### src/rtl/truth_table_scanner_pkg.sv
// Shared types and helpers for the truth-table scanner and its settle timer.
package truth_table_pkg;

  localparam int MAX_INPUTS = 6;

  typedef enum logic [1:0] {
    IDLE,
    SETTLE,
    DONE
  } state_e;

  function automatic int table_width(input int n);
    return 1 << n;
  endfunction

endpackage

### src/rtl/truth_table_scanner_settle_timer.sv
// Reloadable down-counter; expire is high once the count has drained to zero.
module settle_timer #(
  parameter int W = 3
) (
  input  logic         clk,
  input  logic         rst,
  input  logic         load,
  input  logic [W-1:0] load_val,
  output logic         expire
);

  logic [W-1:0] cnt_q, cnt_d;

  always_comb begin
    cnt_d = cnt_q;
    if (load)                cnt_d = load_val;
    else if (cnt_q != '0)    cnt_d = cnt_q - W'(1);
  end

  always_ff @(posedge clk) begin
    if (rst) cnt_q <= '0;
    else     cnt_q <= cnt_d;
  end

  assign expire = (cnt_q == '0);

endmodule

### src/rtl/truth_table_scanner.sv
// Walks every input pattern of an N-input function, samples its output after a
// settle time, and compares the assembled truth table against a reference.
module truth_table_scanner
  import truth_table_pkg::*;
#(
  parameter  int N_INPUTS      = 3,
  parameter  int SETTLE_CYCLES = 4,
  localparam int TABLE_W       = table_width(N_INPUTS)
) (
  input  logic                clk,
  input  logic                rst,
  input  logic                start,
  input  logic [TABLE_W-1:0]  expected,
  output logic [N_INPUTS-1:0] stim,
  input  logic                resp,
  output logic                busy,
  output logic                done,
  output logic [TABLE_W-1:0]  table_out,
  output logic                table_valid,
  output logic                match
);

  // One extra index bit keeps the terminal compare from wrapping.
  localparam int IDX_W = N_INPUTS + 1;
  localparam int CNT_W = $clog2(SETTLE_CYCLES + 1);
  localparam logic [IDX_W-1:0] LAST_IDX = IDX_W'(TABLE_W - 1);
  localparam logic [CNT_W-1:0] RELOAD   = CNT_W'(SETTLE_CYCLES - 1);

  state_e             state_q, state_d;
  logic [IDX_W-1:0]   idx_q, idx_d;
  logic [TABLE_W-1:0] table_q, table_d;
  logic [TABLE_W-1:0] exp_q, exp_d;
  logic               busy_q, busy_d;
  logic               valid_q, valid_d;
  logic               match_q, match_d;
  logic               tmr_load, tmr_expire;

  settle_timer #(.W(CNT_W)) u_timer (
    .clk      (clk),
    .rst      (rst),
    .load     (tmr_load),
    .load_val (RELOAD),
    .expire   (tmr_expire)
  );

  always_comb begin
    state_d  = state_q;
    idx_d    = idx_q;
    table_d  = table_q;
    exp_d    = exp_q;
    busy_d   = busy_q;
    valid_d  = valid_q;
    match_d  = match_q;
    tmr_load = 1'b0;
    unique case (state_q)
      IDLE: begin
        if (start) begin
          state_d  = SETTLE;
          idx_d    = '0;
          table_d  = '0;
          exp_d    = expected;
          busy_d   = 1'b1;
          valid_d  = 1'b0;
          match_d  = 1'b0;
          tmr_load = 1'b1;
        end
      end
      SETTLE: begin
        if (tmr_expire) begin
          table_d[idx_q[N_INPUTS-1:0]] = resp;
          if (idx_q == LAST_IDX) begin
            // match is taken from the table including this final sample.
            state_d = DONE;
            busy_d  = 1'b0;
            valid_d = 1'b1;
            match_d = (table_d == exp_q);
          end else begin
            idx_d    = idx_q + IDX_W'(1);
            tmr_load = 1'b1;
          end
        end
      end
      DONE: begin
        state_d = IDLE;
        idx_d   = '0;
      end
      default: state_d = IDLE;
    endcase
  end

  always_ff @(posedge clk) begin
    if (rst) begin
      state_q <= IDLE;
      idx_q   <= '0;
      table_q <= '0;
      exp_q   <= '0;
      busy_q  <= 1'b0;
      valid_q <= 1'b0;
      match_q <= 1'b0;
    end else begin
      state_q <= state_d;
      idx_q   <= idx_d;
      table_q <= table_d;
      exp_q   <= exp_d;
      busy_q  <= busy_d;
      valid_q <= valid_d;
      match_q <= match_d;
    end
  end

  assign stim        = idx_q[N_INPUTS-1:0];
  assign busy        = busy_q;
  assign done        = (state_q == DONE);
  assign table_out   = table_q;
  assign table_valid = valid_q;
  assign match       = match_q;

endmodule

### config.mk
export PLATFORM = sky130hd
export DESIGN_NAME = truth_table_scanner
export DESIGN_NICKNAME = d
export VERILOG_FILES = /design/src/rtl/truth_table_scanner_pkg.sv /design/src/rtl/truth_table_scanner_settle_timer.sv /design/src/rtl/truth_table_scanner.sv
export SDC_FILE = /design/constraint.sdc
export NUM_CORES = 1
export LEC_CHECK = 0
export ABC_AREA = 1
export BUFFER_PORTS_ARGS = -buffer_cell sky130_fd_sc_hd__buf_2
export CAP_MARGIN = 20
export CELL_PAD_IN_SITES_DETAIL_PLACEMENT = 0
export CELL_PAD_IN_SITES_GLOBAL_PLACEMENT = 1
export CORE_ASPECT_RATIO = 1.1
export CORE_MARGIN = 1.5
export CORE_UTILIZATION = 39
export CTS_BUF_LIST = sky130_fd_sc_hd__clkbuf_16
export CTS_CLUSTER_SIZE = 10
export DETAILED_ROUTE_END_ITERATION = 6
export GPL_TIMING_DRIVEN = 0
export PLACE_DENSITY_LB_ADDON = 0.1
export SETUP_SLACK_MARGIN = 0.15
export SLEW_MARGIN = 40
export SYNTH_ARGS = -nofsm -noshare
export SYNTH_HDL_FRONTEND = slang
export SYNTH_SLANG_ARGS = --single-unit
### constraint.sdc
create_clock -name clk -period 2.25 [get_ports clk]
set_clock_uncertainty 0.1 [all_clocks]
set_input_delay 0.1125 -clock clk [delete_from_list [all_inputs] [get_ports clk]]
set_output_delay 0.1125 -clock clk [all_outputs]
set_load 0.01 [all_outputs]
==> key figures <==
Status
  • Status: finished clean

Routing
  • First-pass iteration count of the detailed router: 4
  • Total routed wirelength: around 3800 um
  • Number of antenna-violating nets in the routed design: 0
  • Avg WL per Cell: 12.23 um
  • Total number of vias: 1435
  • Drc violations: 0
  • DRT iter0 DRCs: 53
  • Via/cell ratio: 4.674

Power and ir drop
  • Leakage: 0.0008949 uW
  • Worst vdd ir: 0.0003362 V
  • Pwr Total: 1402 uW
  • Pwr dens: 745.3 mW/mm^2

Cells and area
  • ANT cells: 0
  • Share of layout cells above drive strength 1: 21.57%
  • Fin nets: approximately 270
  • Area Overhead vs Synth: 19.36%
  • Filler instances: ~430

Global route
  • Largest net degree at the start of global routing: 17
  • All-layer global routing usage: roughly a fifth
  • GRT busiest layer: met2
  • First-pass GRT wire length: about 6600 um
  • GR Overflow Total: 0
  • Initial antenna violation count: 0
  • Met3 GRT Util: between 3 and 4%
  • Grt met1 use: 24.92%
  • GR Layer Usage met2: 31.93%
  • Number of global-route vias before repair: 1352

Floorplanning
  • Die width: 63.62 um
  • # rows: 24
  • Core outline area: just under 0.004 mm^2
  • Die H: approximately 70 um
  • Initial Util: approximately 40%
  • Die footprint: 0.004433 mm^2
  • IO Count: 27

Synth
  • Netlist cell types: 31
  • Syn Inst Count: 225
  • Synth Net Count: 240
  • Sequential element share of the synthesized area: 35.56%
  • Mapped Area: 0.001577 mm^2
  • Mean area per synthesized cell: 7.007 um^2
  • Yosys reg bits: 28
  • Synth warn: 0

STA
  • RSZ-0062 raised after global routing: no
  • Worst slew pin tran: 503.9 ps
  • Slew HR: 66.41%
  • Max-slew violation count: 0
  • Final worst-path cycle share: between 70% and 80%
  • Setup TNS: 0 ps
  • Fmax achieved: slightly below 600 MHz
  • Final setup violation count: 0
  • Final hold vios: 0
  • Final Critical Period: approximately 1700 ps

Worst setup path
  • Worst Setup Path Type: reg2reg
  • Crit path cell chain: inv_1 > ha_1 > nand2_2 > inv_1 > o22ai_1 > nor2_2 > inv_2 > o21ai_0 > nor3b_2
  • Worst path max stage delay: 340 ps
  • WP data arrival: roughly 1800 ps
  • CP Launch Type: register
  • Critical path's most frequent cell: inv_1
  • WP data required: 2300 ps
  • Critical Path End Type: register
  • CP max-delay cell: dfxtp_1
  • R2R depth: 9
  • Max FO, Critical Path: 6

Clocking
  • TritonCTS buffer count: 3
  • Post-cts resize count: 0
  • Clock latency on the worst-skew pair: 270 ps
  • Clk slew on worst S/H paths: around 70 ps
  • Clock sink total: 28
  • CTS tree: built
  • CTS max path bufs: 2
  • H-tree Lvls: 1
  • Root Buffer: clkbuf_16

Placement
  • HPWL Detailed: 2785 um
  • PortBufs: 25
  • RePlAce Congestion: 0.7770

Run
  • Maxcap violations: 0

Min path
  • Hold path depth: 3
  • Hold Crit Class: in2reg
==> cells in the final DEF (no fill, tap or decap), drive strengths merged <==
| cell | netlist | layout |
|---|---|---|
| nand2 | 45 | 45 |
| inv | 40 | 40 |
| buf | 9 | 34 |
| dfxtp | 28 | 28 |
| nand3 | 26 | 26 |
| a21oi | 22 | 22 |
| o21ai | 16 | 16 |
| nor2 | 16 | 16 |
| clkbuf | 3 | 6 |
| nand4 | 5 | 5 |
| ha | 3 | 3 |
| xor2 | 2 | 2 |
| a211oi | 2 | 2 |
| and2 | 1 | 1 |
| o22ai | 1 | 1 |
| o21a | 1 | 1 |
| xnor2 | 1 | 1 |
| nor4 | 1 | 1 |
| nor3 | 1 | 1 |
| nor3b | 1 | 1 |
| o221ai | 1 | 1 |
| bufinv | 0 | 1 |
| dlygate4sd3 | 0 | 1 |
==> where the power goes <==
| part | leakage [uW] | total, uW | internal [uW] | switching (uW) |
|---|---|---|---|---|
| Combinational | 0.000615 | 307 | 117 | 190 |
| Clock | 0.0000511 | 545 | 355 | 190 |
| Sequential | 0.000229 | 550 | 529 | 21.7 |
| Total | 0.000895 | 1400 | 1000 | 402 |
==> per-layer routing <==
metal | part of all wire [%] | vias to the layer above
met1 | 50 | 633
met3 | 2.7 | 5
met2 | 46 | 17
li1 | - | 780
met5 | 0 | -
met4 | 1.4 | 0
==> kinds of logic after synthesis <==
| logic type | Yosys count | synth area share (%) |
|---|---|---|
| simple gates | 96 | 30.40 |
| buf+inv | 52 | 15.32 |
| flops | 28 | 35.56 |
| xor+xnor | 3 | 1.667 |
| fa+ha+maj | 3 | 2.381 |
| compound gates | 43 | 14.68 |
==> registers in the layout (all words and copies together), names as in the netlist <==
register,count
table_out,8
busy,1
exp_q,8
idx_q,4
u_timer.cnt_q,3
state_q,2
table_valid,1
match,1
==> final cells by class <==
cell class / count / area (um^2) / area share, %
buffer: 12 / 91.34 / 4.854
tap: 52 / 65.06 / 3.457
timing repair buffer: 26 / 135.1 / 7.181
clock buffer: 3 / 75.07 / 3.989
multi-input combinational: 145 / 774.5 / 41.16
inverter: 40 / 150.1 / 7.979
sequential: 28 / 560.5 / 29.79
clock inverter: 1 / 30.03 / 1.596
==> critical path, delay by kind of cell, from the launching register on <==
kind | cells | cell delay (ps)
buf+inv | 3 | 280
flops | 1 | 340
fa+ha+maj | 1 | 200
simple gates | 3 | 380
compound gates | 2 | 310
==> metrics by stage <==
stage	worst slack, ps	utilization, %	hold slack [ps]	cell area, um^2	std cells
4_1_cts	513.0	47.84	16.42	1882	307
3_3_place_gp	554.9	44.91	236.0	1767	302
3_5_place_dp	526.9	44.91	240.8	1767	302
2_1_floorplan	690.7	-	147.4	1577	225
5_1_grt	364.7	47.84	42.58	1882	307
6_report	525.1	47.84	16.66	1882	307
==> worst paths after layout <==
kind	start	end	slack (ps)
max	u_timer.cnt_q[0]	idx_q[3]	530
min	expected[2]	exp_q[2]	20
max reg2reg	u_timer.cnt_q[0]	idx_q[3]	530
min reg2reg	busy	busy	360
==> Yosys cell counts <==
library cell | number | share of area [%]
o22ai_1 | 1 | 0.40
xor2_1 | 2 | 1.1
clkbuf_1 | 3 | 0.71
buf_2 | 1 | 0.32
nor2_1 | 9 | 2.1
nand3_1 | 26 | 8.3
a21oi_2 | 1 | 0.56
o21ai_1 | 2 | 0.63
o221ai_1 | 1 | 0.56
nand2_2 | 2 | 0.79
buf_4 | 4 | 1.9
ha_1 | 3 | 2.4
nor2_4 | 3 | 2.1
nor4_1 | 1 | 0.40
nor2_8 | 1 | 1.3
a211oi_1 | 2 | 0.95
nand2_4 | 1 | 0.71
nand2_1 | 42 | 10
nor2_2 | 3 | 1.2
buf_6 | 4 | 2.9
o21a_1 | 1 | 0.48
inv_1 | 35 | 8.3
nor3_1 | 1 | 0.32
and2_1 | 1 | 0.40
dfxtp_1 | 28 | 36
inv_2 | 5 | 1.2
nand4_1 | 5 | 2.0
nor3b_2 | 1 | 0.79
o21ai_0 | 14 | 4.4
xnor2_1 | 1 | 0.56
a21oi_1 | 21 | 6.7
==> timing repair <==
action	CTS	global route
endpoints found under the hold margin	1	0
setup buffers	0	0
hold buffers	1	0
No activity file was read; power rests on OpenSTA's default activity.
